--- src/rtl/multicycle_alu.sv ---
// Handshaked ALU (logic, add/sub with carry chaining, iterative shifts, shift-add multiply); latency 1, n+1 or WIDTH+1 cycles.
// InReady low while busy or holding a result; Result and flags stay frozen in DONE until OutReady.
module multicycle_alu #(
    parameter int WIDTH = 16
) (
    input  logic             Clock,
    input  logic             ResetN,
    input  logic             InValid,
    output logic             InReady,
    input  logic [4:0]       Opcode,
    input  logic [WIDTH-1:0] OperandA,
    input  logic [WIDTH-1:0] OperandB,
    output logic             OutValid,
    input  logic             OutReady,
    output logic [WIDTH-1:0] Result,
    output logic             Carry,
    output logic             Overflow,
    output logic             Zero,
    output logic             Negative,
    output logic             Error
);

    localparam int SW = $clog2(WIDTH);

    localparam logic [4:0] OP_AND  = 5'd0;
    localparam logic [4:0] OP_OR   = 5'd1;
    localparam logic [4:0] OP_XOR  = 5'd2;
    localparam logic [4:0] OP_NOT  = 5'd3;
    localparam logic [4:0] OP_ADD  = 5'd4;
    localparam logic [4:0] OP_SUB  = 5'd5;
    localparam logic [4:0] OP_ADC  = 5'd6;
    localparam logic [4:0] OP_SBB  = 5'd7;
    localparam logic [4:0] OP_SHL  = 5'd8;
    localparam logic [4:0] OP_SHR  = 5'd9;
    localparam logic [4:0] OP_SAR  = 5'd10;
    localparam logic [4:0] OP_MULL = 5'd11;
    localparam logic [4:0] OP_MULH = 5'd12;

    typedef enum logic [1:0] {IDLE, EXEC, DONE} state_t;

    state_t             state, state_nxt;
    logic [4:0]         op;
    logic [WIDTH-1:0]   opa;
    logic [2*WIDTH-1:0] acc;
    logic [SW:0]        count;

    logic [SW-1:0]      amt;
    logic               is_shift, is_mul, go_exec, is_sub, add_cin, add_msb_cin;
    logic [WIDTH-1:0]   add_b;
    logic [WIDTH:0]     add_sum;
    logic [WIDTH-1:0]   shift_nxt;
    logic               shift_bit;
    logic [WIDTH:0]     mul_sum;
    logic [2*WIDTH-1:0] mul_nxt;
    logic               ld_out, carry_out, ovf_out, err_out;
    logic [WIDTH-1:0]   res_out;

    assign amt      = OperandB[SW-1:0];
    assign is_shift = (Opcode == OP_SHL) || (Opcode == OP_SHR) || (Opcode == OP_SAR);
    assign is_mul   = (Opcode == OP_MULL) || (Opcode == OP_MULH);
    assign go_exec  = is_mul || (is_shift && (amt != '0));

    // Subtraction runs through the same adder as A + ~B + cin, so borrow is the inverted carry-out.
    always_comb begin
        is_sub  = (Opcode == OP_SUB) || (Opcode == OP_SBB);
        add_b   = is_sub ? ~OperandB : OperandB;
        case (Opcode)
            OP_SUB:  add_cin = 1'b1;
            OP_ADC:  add_cin = Carry;
            OP_SBB:  add_cin = ~Carry;
            default: add_cin = 1'b0;
        endcase
        add_sum     = {1'b0, OperandA} + {1'b0, add_b} + {{WIDTH{1'b0}}, add_cin};
        add_msb_cin = OperandA[WIDTH-1] ^ add_b[WIDTH-1] ^ add_sum[WIDTH-1];
    end

    always_comb begin
        shift_nxt = opa;
        shift_bit = 1'b0;
        case (op)
            OP_SHL: begin shift_nxt = {opa[WIDTH-2:0], 1'b0};        shift_bit = opa[WIDTH-1]; end
            OP_SHR: begin shift_nxt = {1'b0, opa[WIDTH-1:1]};        shift_bit = opa[0];       end
            OP_SAR: begin shift_nxt = {opa[WIDTH-1], opa[WIDTH-1:1]}; shift_bit = opa[0];      end
            default: ;
        endcase
        // Low half of acc starts as the multiplier and is consumed one bit per step.
        mul_sum = {1'b0, acc[2*WIDTH-1:WIDTH]} + {1'b0, opa};
        mul_nxt = acc[0] ? {mul_sum, acc[WIDTH-1:1]} : {1'b0, acc[2*WIDTH-1:1]};
    end

    always_comb begin
        state_nxt = state;
        InReady   = (state == IDLE);
        OutValid  = (state == DONE);
        ld_out    = 1'b0;
        res_out   = '0;
        carry_out = Carry;
        ovf_out   = 1'b0;
        err_out   = 1'b0;
        case (state)
            IDLE: begin
                if (InValid) begin
                    if (go_exec) begin
                        state_nxt = EXEC;
                    end else begin
                        state_nxt = DONE;
                        ld_out    = 1'b1;
                        case (Opcode)
                            OP_AND: res_out = OperandA & OperandB;
                            OP_OR:  res_out = OperandA | OperandB;
                            OP_XOR: res_out = OperandA ^ OperandB;
                            OP_NOT: res_out = ~OperandA;
                            OP_ADD, OP_SUB, OP_ADC, OP_SBB: begin
                                res_out   = add_sum[WIDTH-1:0];
                                carry_out = is_sub ? ~add_sum[WIDTH] : add_sum[WIDTH];
                                ovf_out   = add_msb_cin ^ add_sum[WIDTH];
                            end
                            OP_SHL, OP_SHR, OP_SAR: res_out = OperandA;
                            default: err_out = 1'b1;
                        endcase
                    end
                end
            end
            EXEC: begin
                if (count == (SW+1)'(1)) begin
                    state_nxt = DONE;
                    ld_out    = 1'b1;
                    case (op)
                        OP_MULL: begin
                            res_out = mul_nxt[WIDTH-1:0];
                            ovf_out = |mul_nxt[2*WIDTH-1:WIDTH];
                        end
                        OP_MULH: res_out = mul_nxt[2*WIDTH-1:WIDTH];
                        default: begin
                            res_out   = shift_nxt;
                            carry_out = shift_bit;
                        end
                    endcase
                end
            end
            DONE: begin
                if (OutReady) state_nxt = IDLE;
            end
            default: state_nxt = IDLE;
        endcase
    end

    always_ff @(posedge Clock or negedge ResetN) begin
        if (!ResetN) state <= IDLE;
        else         state <= state_nxt;
    end

    always_ff @(posedge Clock or negedge ResetN) begin
        if (!ResetN) begin
            op       <= '0;
            opa      <= '0;
            acc      <= '0;
            count    <= '0;
            Result   <= '0;
            Carry    <= 1'b0;
            Overflow <= 1'b0;
            Zero     <= 1'b0;
            Negative <= 1'b0;
            Error    <= 1'b0;
        end else begin
            if (state == IDLE && InValid) begin
                op    <= Opcode;
                opa   <= OperandA;
                acc   <= {{WIDTH{1'b0}}, OperandB};
                count <= is_mul ? (SW+1)'(WIDTH) : {1'b0, amt};
            end else if (state == EXEC) begin
                opa   <= shift_nxt;
                acc   <= mul_nxt;
                count <= count - (SW+1)'(1);
            end
            if (ld_out) begin
                Result   <= res_out;
                Carry    <= carry_out;
                Overflow <= ovf_out;
                Zero     <= (res_out == '0);
                Negative <= res_out[WIDTH-1];
                Error    <= err_out;
            end
        end
    end

endmodule

--- config.mk ---
export PLATFORM = sky130hd
export DESIGN_NAME = multicycle_alu
export DESIGN_NICKNAME = d
export VERILOG_FILES = /design/src/rtl/multicycle_alu.sv
export SDC_FILE = /design/constraint.sdc
export NUM_CORES = 1
export LEC_CHECK = 0
export ABC_CLOCK_PERIOD_IN_PS = 4100
export BUFFER_PORTS_ARGS = -buffer_cell sky130_fd_sc_hd__buf_2
export CAP_MARGIN = 20
export CORE_MARGIN = 3
export CORE_UTILIZATION = 37
export CTS_CLUSTER_SIZE = 20
export DETAILED_ROUTE_END_ITERATION = 16
export GPL_TIMING_DRIVEN = 0
export SLEW_MARGIN = 20
export SYNTH_ARGS = -nofsm -noshare
export SYNTH_HDL_FRONTEND = slang
export SYNTH_SLANG_ARGS = --single-unit
--- constraint.sdc ---
create_clock -name Clock -period 4.1 [get_ports Clock]
set_input_delay 0.615 -clock Clock [delete_from_list [all_inputs] [get_ports Clock]]
set_output_delay 0.615 -clock Clock [all_outputs]
set_load 0.005 [all_outputs]
# --- Word-level counts from Yosys, hierarchy flattened ---
# Cells that the tools add are included.
# Widths: inputs -> output; s select.
totals:
  ff_bits: 81
  input_bits: 41
  out_inout_bits: 23
  wordCells: 116
op_classes:
  addsub: 4
  n_eq_ne: 26
  mux: 44
  n_bitwise: 10
  n_reduce_logical: 21
op_table:
  columns: ["cell", "n"]
  rows:
  - ["$mux 16", 6]
  - ["$mux 32", 3]
  - ["$pmux 16 s6", 1]
  - ["$pmux 16 s2", 2]
  - ["$eq 5x4->1 const B", 10]
  - ["$pmux 16 s3", 1]
  - ["$add 16x16->17", 2]
  - ["$not 16->16", 2]
  - ["$eq 5x3->1 const B", 4]
  - ["$mux 1", 18]
  - ["$add 17x1->17", 1]
  - ["$and 16x16->16", 1]
  - ["$logic_not 16->1", 1]
  - ["$or 16x16->16", 1]
  - ["$reduce_or 16->1", 1]
  - ["$xor 16x16->16", 1]
  - ["$mux 5", 3]
  - ["$reduce_or 11->1", 1]
  - ["$eq 5x1->1 const B", 2]
  - ["$eq 5x2->1 const B", 2]
  - ["$mux 2", 4]
  - ["$ne 2x2->1 const B", 4]
  - ["$pmux 1 s2", 4]
  - ["$reduce_and 7->1", 1]
  - ["18 further kinds", 29]

# --- Logic depth before layout (Yosys ltp) ---
# Gate-level depths: netlist (run 1).
depth:
  word_depth: 11
  ltp_mapped: 19

# --- Worst setup path before layout (run 1) ---
# Ideal clock, no wire load.
synth_timing:
  path_kind: "input-to-reg"
  from: "input Opcode[0]"
  to: "register Zero"
  setup_ps: 95
  arrival_ps: 4896
  required_time_ps: 4005
  setup_slack_ps: -891
  cell_stages: 19
  cell_sequence: "buf_4 -> clkbuf_1 -> buf_2 -> and3_1 -> clkbuf_1 -> clkbuf_1 -> xnor2_1 -> fa_1 -> inv_1 -> fa_1 -> nor2b_1 -> o31a_1 -> o21a_1 -> a31o_2 -> a21o_1 -> a211o_1 -> a311oi_1 -> nand2_1 -> o31ai_1"
synth_via:
  elab_chain_cells: 10
  word_cells_on_any_way: 33
  classes_between: "add/sub (2); eq/ne (12); mux (9); reduce/logical (10)"
synth_lines:
  columns: ["element", "line", "source"]
  rows:
  - ["start: declaration", "10", "input logic [4:0] Opcode,"]
  - ["$eq 5x3->1", "65, 67, 108", null]
  - ["$logic_or 1x1->1", "65", "is_sub = (Opcode == OP_SUB) || (Opcode == OP_SBB);"]
  - ["$mux 16", "66", "add_b = is_sub ? ~OperandB : OperandB;"]
  - ["$add 16x16->17", "73", "add_sum = {1'b0, OperandA} + {1'b0, add_b} + {{WIDTH{1'b0}}, add_cin};"]
  - ["$add 17x1->17", "73", null]
  - ["$pmux 16 s6", "108", "case (Opcode)"]
  - ["$mux 16", "103", "if (go_exec) begin"]
  - ["$mux 16", "102", "if (InValid) begin"]
  - ["$pmux 16 s2", "100", "case (state)"]
  - ["$logic_not 16->1", "180", "Zero <= (res_out == '0);"]
  - ["end signal: assignment", "180", null]
  - ["end: declaration", "18", "output logic Zero,"]
# Several ways; a longest one is shown, not always the timed one.
# A chain may end at the register's enable or synchronous reset.

# --- Final worst setup path (run 1) ---
# Ends and elaborated chain as after synthesis.

==> impl_metrics.tcl, run 1 <==
set metrics [dict create \
    globalplace.congestion 0.917 \
    synthToLayoutAreaGrowth_pct 14.5 \
    pin_count 64 \
    swShare 0.465 \
    r2r_slack_ps 330 \
    endpoint "Zero$_DFFE_PN0P_" \
    ctsHoldBuffers 0 \
    timing.fmax_mhz 251 \
    grt_pass1_wl_um 39900 \
    rsz0062_at_grt "no" \
    dpl_worst_slack_ps -590 \
    synth_edf_count 0 \
    wirelength_um 25200 \
    detailed_place_hpwl_um 20000 \
    vias 7312 \
    avgViaCountPerCell 5.86 \
    worstPathMaxFanout 17 \
    reg2reg_depth 11 \
    cts_root_buf "clkbuf_16" \
    leakagePower_nw 3.84 \
    netSwitchingPower_mw 2.17 \
    hold_viol_final 0 \
    numCtsBuffers 9 \
    synth.distinct_cells 73 \
    multiInputGateArea_mm2 0.00512 \
    synth-seq-cells 80 \
    ys_warn_count 0 \
    relSlewSlack 0.287 \
    cts.path.max_buffers 2 \
    grt_max_degree 49 \
    status "completed" \
    wire_per_inst_um 20.2 \
    netlist_area_mm2 0.00748 \
    min_path_type "in2async" \
    seqCellArea_mm2 0.00200 \
    path_clk_slew_ps 60 \
    setup_viol 0 \
    total_power_mw 4.68 \
    crit_path_max_incr_delay_ps 410 \
    fin_cells 1248 \
    antenna_found_initial 0 \
    skew_ps 5.24 \
    cp_cell_sequence "buf_12 -> clkbuf_16 -> buf_8 -> and3_4 -> clkbuf_16 -> xnor2_4 -> fa_2 -> inv_2 -> fa_2 -> nor2b_1 -> o31a_1 -> o21a_2 -> xor2_1 -> a222oi_1 -> nor2_1 -> a21oi_1 -> nand4_1 -> o31ai_2" \
    synth_most_common_cell "nand2_1" \
    p_seq_frac 0.314 \
    peakVddDrop_v 0.000239 \
    overflow 0 \
    setup_tns_ps 0 \
    first_pass_iters 5 \
    slew_viol_final 0 \
    yosysTopAreaCellShare 0.268 \
    cts-htree-levels 3 \
    drtIter0Drc 749 \
    diodes 0 \
    rows 51 \
    cp-end-kind "flip-flop" \
    drc 0 \
    fillers 2052 \
    synth_area_leaders "dfrtp_1, ha_1, nand2_1, o21ai_0, mux2i_1" \
    cap_violations 0 \
    ys_seq_area_frac 0.268 \
    portBuffers 61 \
    syn_avg_cell_area_um2 8.24 \
    min_period_over_period 0.971 \
    synthCells 907 \
    combPwrFrac 0.536 \
    drive_gt1_frac 0.139 \
    crit_required_ps 4340 \
    powerDensity_mw_per_mm2 547 \
    crit_arrival_ps 4220 \
    grt_pass1_vias 7018 \
    tightest_slew_ps 1060 \
    clkPwrFrac 0.150 \
    p_int_mw 2.51 \
    nNetsFinal 1090 \
    die_area_mm2 0.0219 \
    synth_common_cells "nand2_1, dfrtp_1, ha_1, o21ai_0" \
    start_util 0.380 \
    worst_setup_path_start_kind "primary input" \
    die_w_um 148 \
    final.setup.worst_slack_ps 120 \
    yosys.area.top_type "dfrtp_1" \
    min_period_ps 3980 \
    core-area_mm2 0.0197 \
    r2r_start "opa[0]$_DFFE_PN0P_" \
    cts.sinks 80 \
    path_class "in2reg" \
    r2r-end "Zero$_DFFE_PN0P_" \
    setup.worst_path.start "Opcode[0]" \
    clkLatencyLatePin_ps 340 \
    syn-num-nets 1016 \
    ant_nets 0 \
    synth_flop_cell "dfrtp_1" \
    hold_ws_ps 227 \
    dp.cells 1234 \
    grt_usage 0.229 \
    die_h_um 148 \
    async_flop_share 1.00 \
    cpMaxStageDelayCell "fa_2" \
    cts_tree "yes" \
]
-- cell usage in the layout, fill, tap and decap left out, drive strengths merged, types with 18 or more instances in the layout --
| cell | n |
|---|---|
| a21oi | 54 |
| inv | 58 |
| o21ai | 61 |
| nor2 | 58 |
| a22oi | 31 |
| nand2 | 106 |
| nand3 | 35 |
| buf | 81 |
| o22ai | 18 |
| xnor2 | 28 |
| ha | 65 |
| mux2i | 27 |
| dfrtp | 80 |
| clkbuf | 44 |
-- what timing repair did --
| action | CTS | global route |
|---|---|---|
| endpoints found under the setup margin | 2 | 3 |
| resized for setup | 4 | 5 |
| buffers inserted | 4 | 0 |
| pin swaps | 6 | 3 |
-- area by class of cell --
| class | count | area share |
|---|---|---|
| flip-flops and latches | 80 | 0.234 |
| inverters | 58 | 0.0254 |
| well taps | 265 | 0.0387 |
| plain buffers | 48 | 0.0330 |
| multi-input cells | 718 | 0.598 |
| clock buffers | 11 | 0.0272 |
| repair buffers | 66 | 0.0427 |
| clock inverters | 2 | 0.00117 |
-- worst min path at each step --
stage               cells after the start                    end  slack [ps]
global placement                        1  Result[2]$_DFFE_PN0P_         460
global route                            1   state[0]$_DFFE_PN0P_         260
detailed placement                      1  Result[2]$_DFFE_PN0P_         460
finish                                  1   state[1]$_DFFE_PN0P_         230
CTS                                     1   state[0]$_DFFE_PN0P_         250
floorplan                               0      Carry$_DFFE_PN0P_         320
-- registers in the layout, summed over array words and instances (netlist names) --
register and flops:
count 5, Overflow 1, opa 16, state 2, Carry 1, Zero 1
Error 1, op 5, acc 32, Result 16
-- through the flow --
step	utilization	instance area [um^2]
final	0.436	8560
after global routing	0.436	8560
after CTS	0.434	8540
after detailed placement	0.421	8270
after global placement	0.419	8240
after floorplan	-	7600
-- cell families (layout without fill, tap and decap cells) --
family	Yosys count	count (layout)	synth area share
DFF	80	80	0.268
adders and majority gates	68	68	0.117
muxes	44	44	0.0678
AOI/OAI and AO/OA	295	295	0.272
buffers and inverters	109	185	0.0596
xor gates and xnor gates	35	35	0.0410
and+or+nand+nor	276	276	0.175
-- metal layers --
metal	track usage	wire length, um
met5	0	0
met4	0.0614	515
met2	0.363	11400
met1	0.332	11500
met3	0.0283	1690
-- power groups by stage --
stage / Combinational, mW / Sequential (mW) / Clock, mW
5_1_grt: 2.77 / 1.51 / 0.742
3_3_place_gp: 2.41 / 1.46 / 0
2_1_floorplan: 1.75 / 1.35 / 0
6_report: 2.51 / 1.47 / 0.703
4_1_cts: 2.45 / 1.45 / 0.705
3_5_place_dp: 2.43 / 1.46 / 0
-- critical path, delay by kind of cell --
kind,cells,cell delay (ps)
AOI/OAI and AO/OA,5,1450
xor gates and xnor gates,2,320
buffers and inverters,5,690
and+or+nand+nor,4,520
adders and majority gates,2,620
No activity file was read; power rests on OpenSTA's default activity.
==> run 2: changes to the inputs <==
CAP_MARGIN = not set   (was 20)
RECOVER_POWER = 25   (was not set)
==> impl_metrics.tcl, run 2 (synthesis gave the netlist of run 1 again) <==
set metrics [dict create \
    cpLargestDelayFamily "compound AO/OA/AOI/OAI gates" \
    status "finished with violations" \
    largest_reg_flops 32 \
    layout_commonest_cell "nand2_1" \
    diodes 0 \
    vias 7348 \
    swShare 0.465 \
    cap_violations 1 \
    p_seq_frac 0.314 \
    cts.sinks 80 \
    hold_viol_final 0 \
    slew_viol_final 34 \
    die_w_um 148 \
    final_cell_mix "nand2_1, dfrtp_1, buf_2, ha_1, o21ai_0" \
    start_util 0.380 \
    violations "capacitance limit, slew limit" \
    grt_pass1_vias 7018 \
    drive_gt1_frac 0.138 \
    nNetsFinal 1090 \
    p_int_mw 2.50 \
    cp_cell_sequence "buf_12 -> clkbuf_16 -> buf_8 -> and3_4 -> clkbuf_16 -> xnor2_4 -> fa_2 -> inv_2 -> fa_2 -> nor2b_1 -> o31a_1 -> o21a_2 -> xor2_1 -> a222oi_1 -> nor2_1 -> a21oi_1 -> nand4_1 -> o31ai_2" \
    grt_pass1_wl_um 39900 \
    cts_root_buf "clkbuf_16" \
    antenna_found_initial 0 \
    synthToLayoutAreaGrowth_pct 14.2 \
    crit_required_ps 4350 \
    worstPathMaxFanout 17 \
    dp.cells 1234 \
    reg_top3 "acc x32, Result x16, opa x16" \
    relSlewSlack -0.183 \
    clkLatencyLatePin_ps 340 \
    peakVddDrop_v 0.000240 \
    fillers 2057 \
    min_path_type "reg2reg" \
    cp-end-kind "flip-flop" \
    overflow 0 \
    netSwitchingPower_mw 2.18 \
    numCtsBuffers 9 \
    die_h_um 148 \
    fin_cells 1248 \
    post_dp_cell_area_mm2 0.00827 \
    tightest_slew_ps 1780 \
    largest-register "acc" \
    wire_per_inst_um 20.2 \
    timing.fmax_mhz 251 \
    utilization 0.434 \
    combPwrFrac 0.536 \
    detailed_place_hpwl_um 20000 \
    cts_tree "yes" \
    total_power_mw 4.68 \
    crit_path_max_incr_delay_ps 410 \
    wirelength_um 25200 \
    setup_viol 0 \
    cts.path.max_buffers 2 \
    globalplace.congestion 0.917 \
    pin_count 64 \
    min_period_ps 3980 \
    min_period_over_period 0.970 \
    clkPwrFrac 0.151 \
    drc 0 \
    leakagePower_nw 3.83 \
    path_class "in2reg" \
    path_buf_inv 5 \
    rows 51 \
    ant_nets 0 \
    skew_ps 5.44 \
    crit_arrival_ps 4220 \
    grt_max_degree 49 \
    path_clk_slew_ps 60 \
    avgViaCountPerCell 5.89 \
    drtIter0Drc 753 \
    portBuffers 61 \
    core-area_mm2 0.0197 \
    powerDensity_mw_per_mm2 548 \
    rsz0062_at_grt "no" \
    first_pass_iters 6 \
    final_area_mm2 0.00854 \
    worst_setup_path_start_kind "primary input" \
    cts-htree-levels 3 \
    die_area_mm2 0.0219 \
    cpMaxStageDelayCell "fa_2" \
    grt_usage 0.229 \
]
==> run 2: routing by layer <==
metal | track usage | wire length [um] | vias to the layer above
met2 | 0.363 | 11400 | 269
met1 | 0.332 | 11500 | 3547
met4 | 0.0614 | 537 | 0
met5 | 0 | 0 | -
li1 | - | - | 3495
met3 | 0.0283 | 1750 | 37
==> run 2: layout make-up <==
class / count / area, um^2 / area share
Clock inverter: 2 / 10.0 / 0.00117
Inverter: 58 / 218 / 0.0255
Timing Repair Buffer: 66 / 339 / 0.0397
Tap cell: 265 / 332 / 0.0388
Sequential cell: 80 / 2000 / 0.235
Buffer: 48 / 283 / 0.0331
Clock buffer: 11 / 233 / 0.0273
Multi-Input combinational cell: 718 / 5120 / 0.600
==> run 2: final timing paths <==
path,start,to,slack (ps),cells after the start
worst min-delay path,Result[2]$_DFFE_PN0P_,Result[2]$_DFFE_PN0P_,480,1
worst min register to register,Result[2]$_DFFE_PN0P_,Result[2]$_DFFE_PN0P_,480,1
worst max-delay path,Opcode[0],Zero$_DFFE_PN0P_,120,18
min in group asynchronous,ResetN,state[1]$_DFFE_PN0P_,740,1
worst max register to register,opa[0]$_DFFE_PN0P_,Zero$_DFFE_PN0P_,330,11
max in group asynchronous,ResetN,Result[0]$_DFFE_PN0P_,1340,2
==> run 2: power by group through the flow <==
stage                     clock (mW)  sequential, mW  combinational, mW
after floorplan                    0            1.35               1.75
after global placement             0            1.46               2.41
after detailed placement           0            1.46               2.43
after CTS                      0.705            1.45               2.45
after global routing           0.742            1.51               2.76
final                          0.705            1.47               2.51
==> run 2: per-stage QoR <==
stage          TNS (ps)  worst slack (ps)  hold slack [ps]
3_3_place_gp      -1970              -558              456
2_1_floorplan     -12.9             -12.9              319
4_1_cts               0              50.5              248
5_1_grt               0              5.33              485
6_report              0               122              476
3_5_place_dp      -1950              -590              463
==> run 2: repair_timing <==
| item | CTS | global route |
|---|---|---|
| resized for setup | 4 | 5 |
| setup buffers | 4 | 0 |
| endpoints found under the setup margin | 2 | 3 |
| hold buffers | 0 | 0 |
| pin swaps | 6 | 3 |
==> run 3: changes to the inputs <==
ABC_AREA = 1   (was not set)
TNS_END_PERCENT = 20   (was not set)
==> impl_metrics.tcl, run 3 <==
set metrics [dict create \
    grt_pass1_vias 7528 \
    largest-register "acc" \
    ant_nets 0 \
    netlist_area_mm2 0.00773 \
    worstPathMaxFanout 10 \
    cp-end-kind "flip-flop" \
    violations "capacitance limit, slew limit" \
    status "finished with violations" \
    final_area_mm2 0.00873 \
    ys_seq_area_frac 0.259 \
    synthToLayoutAreaGrowth_pct 12.9 \
    cts_tree "yes" \
    min_period_ps 3790 \
    setup_viol 0 \
    die_w_um 151 \
    slew_viol_final 32 \
    cts.sinks 80 \
    reg_top3 "acc x32, Result x16, opa x16" \
    grt_pass1_wl_um 39700 \
    portBuffers 63 \
    core-area_mm2 0.0204 \
    cts.path.max_buffers 2 \
    wire_per_inst_um 16.0 \
    min_period_over_period 0.923 \
    globalplace.congestion 0.895 \
    syn-num-nets 1300 \
    detailed_place_hpwl_um 20100 \
    synth_edf_count 0 \
    numCtsBuffers 9 \
    die_h_um 151 \
    peakVddDrop_v 0.000301 \
    cap_violations 1 \
    async_flop_share 1.00 \
    timing.fmax_mhz 264 \
    hold_ws_ps 462 \
    ctsHoldBuffers 0 \
    path_clk_slew_ps 60 \
    yosysTopAreaCellShare 0.259 \
    synth-seq-cells 80 \
    drtIter0Drc 481 \
    largest_reg_flops 32 \
    synth_flop_cell "dfrtp_1" \
    skew_ps 6.37 \
    drc 0 \
    crit_arrival_ps 4060 \
    ys_warn_count 0 \
    yosys.area.top_type "dfrtp_1" \
    overflow 0 \
    drive_gt1_frac 0.106 \
    cts_root_buf "clkbuf_16" \
    synth_common_cells "nand2_1, inv_1, nand3_1, nor2_1, dfrtp_1" \
    diodes 0 \
    nNetsFinal 1376 \
    powerDensity_mw_per_mm2 603 \
    relSlewSlack -0.118 \
    leakagePower_nw 4.72 \
    cts-htree-levels 3 \
    first_pass_iters 7 \
    synthCells 1191 \
    synth.distinct_cells 50 \
    min_path_type "in2reg" \
    antenna_found_initial 0 \
    die_area_mm2 0.0227 \
    worst_setup_path_start_kind "primary input" \
    syn_avg_cell_area_um2 6.49 \
    grt_max_degree 51 \
    synth_area_leaders "dfrtp_1, nand2_1, ha_1, inv_1, nand3_1" \
    rows 52 \
    pin_count 64 \
    vias 8033 \
    grt_usage 0.221 \
    tightest_slew_ps 1680 \
    final_cell_mix "nand2_1, inv_1, nand3_1" \
    crit_required_ps 4380 \
    path_class "in2reg" \
    layout_commonest_cell "nand2_1" \
    clkLatencyLatePin_ps 340 \
    post_dp_cell_area_mm2 0.00842 \
    avgViaCountPerCell 5.21 \
    hold_viol_final 0 \
    synth_most_common_cell "nand2_1" \
    rsz0062_at_grt "no" \
    wirelength_um 24600 \
    start_util 0.380 \
]
-- run 3: per-layer routing --
| metal | up-vias | GRT usage | wire, um |
|---|---|---|---|
| met4 | 0 | 0.0462 | 318 |
| met3 | 20 | 0.0172 | 1190 |
| met1 | 3743 | 0.306 | 11300 |
| met2 | 224 | 0.378 | 11800 |
| met5 | - | 0 | 0 |
| li1 | 4046 | - | - |
-- run 3: layout make-up --
cell class	instances	area (um^2)
clock buffers	11	253
fillers	2151	11600
well taps	270	338
clock inverters	5	55.1
multi-input cells	896	4890
inverters	181	679
flip-flops and latches	80	2000
plain buffers	34	189
repair buffers	65	327
-- run 3: timing repair --
| item | in CTS | in global routing |
|---|---|---|
| pin swaps | 0 | 1 |
| resized for setup | 3 | 3 |
| endpoints found under the setup margin | 7 | 3 |
| setup buffers | 0 | 1 |
| endpoints found under the hold margin | 0 | 0 |
-- run 3: report_power, final --
group	switching (mW)	internal (mW)
Sequential	0.309	1.13
Combinational	1.94	1.05
Clock	0.334	0.503
Total	2.59	2.68
-- run 3: worst paths after layout --
kind,start,to,slack [ps],depth (start not counted)
worst max-delay path,Opcode[3],Zero$_DFFE_PN0P_,310,24
worst max register to register,Carry$_DFFE_PN0P_,Overflow$_DFFE_PN0P_,990,15
worst min register to register,Result[14]$_DFFE_PN0P_,Result[14]$_DFFE_PN0P_,470,2
worst min-delay path,OutReady,state[1]$_DFFE_PN0P_,460,2
max in group asynchronous,ResetN,acc[26]$_DFFE_PN0P_,1330,2
min in group asynchronous,ResetN,Error$_DFFE_PN0P_,690,1
-- run 3: per-stage QoR --
| stage | setup TNS, ps | util | power [mW] | cells | worst slack, ps |
|---|---|---|---|---|---|
| after floorplan | 0 | - | 3.53 | 1191 | 510 |
| after global placement | -5000 | 0.412 | 4.37 | 1524 | -745 |
| after detailed placement | -5550 | 0.413 | 4.41 | 1525 | -787 |
| after CTS | 0 | 0.429 | 5.26 | 1541 | 45.2 |
| after global routing | 0 | 0.429 | 5.76 | 1542 | 43.7 |
| final | 0 | 0.429 | 5.27 | 1542 | 314 |
-- run 3: critical path, cell delays in order --
cell and delay [ps]:
buf_2 130, inv_1 140, nand2_1 130, nor2_4 160
buf_6 190, nand2_4 150, buf_4 240, xor2_1 170
fa_1 390, inv_1 90, fa_1 160, inv_1 80
nand3_1 90, nand3_2 140, or2_2 310, nand3_1 70
nand3_1 80, nand2_1 80, nand2_1 60, nor2_1 110
nand3_1 90, nor2_1 190, nand3_1 110, nand2_1 70
-- run 3: kinds of logic after synthesis --
group,after synthesis,share of synthesized area
AOI/OAI and AO/OA,210,0.165
xor gates and xnor gates,23,0.0260
adders and majority gates,68,0.113
buffers and inverters,215,0.112
DFF,80,0.259
muxes,1,0.00129
and+or+nand+nor,594,0.324
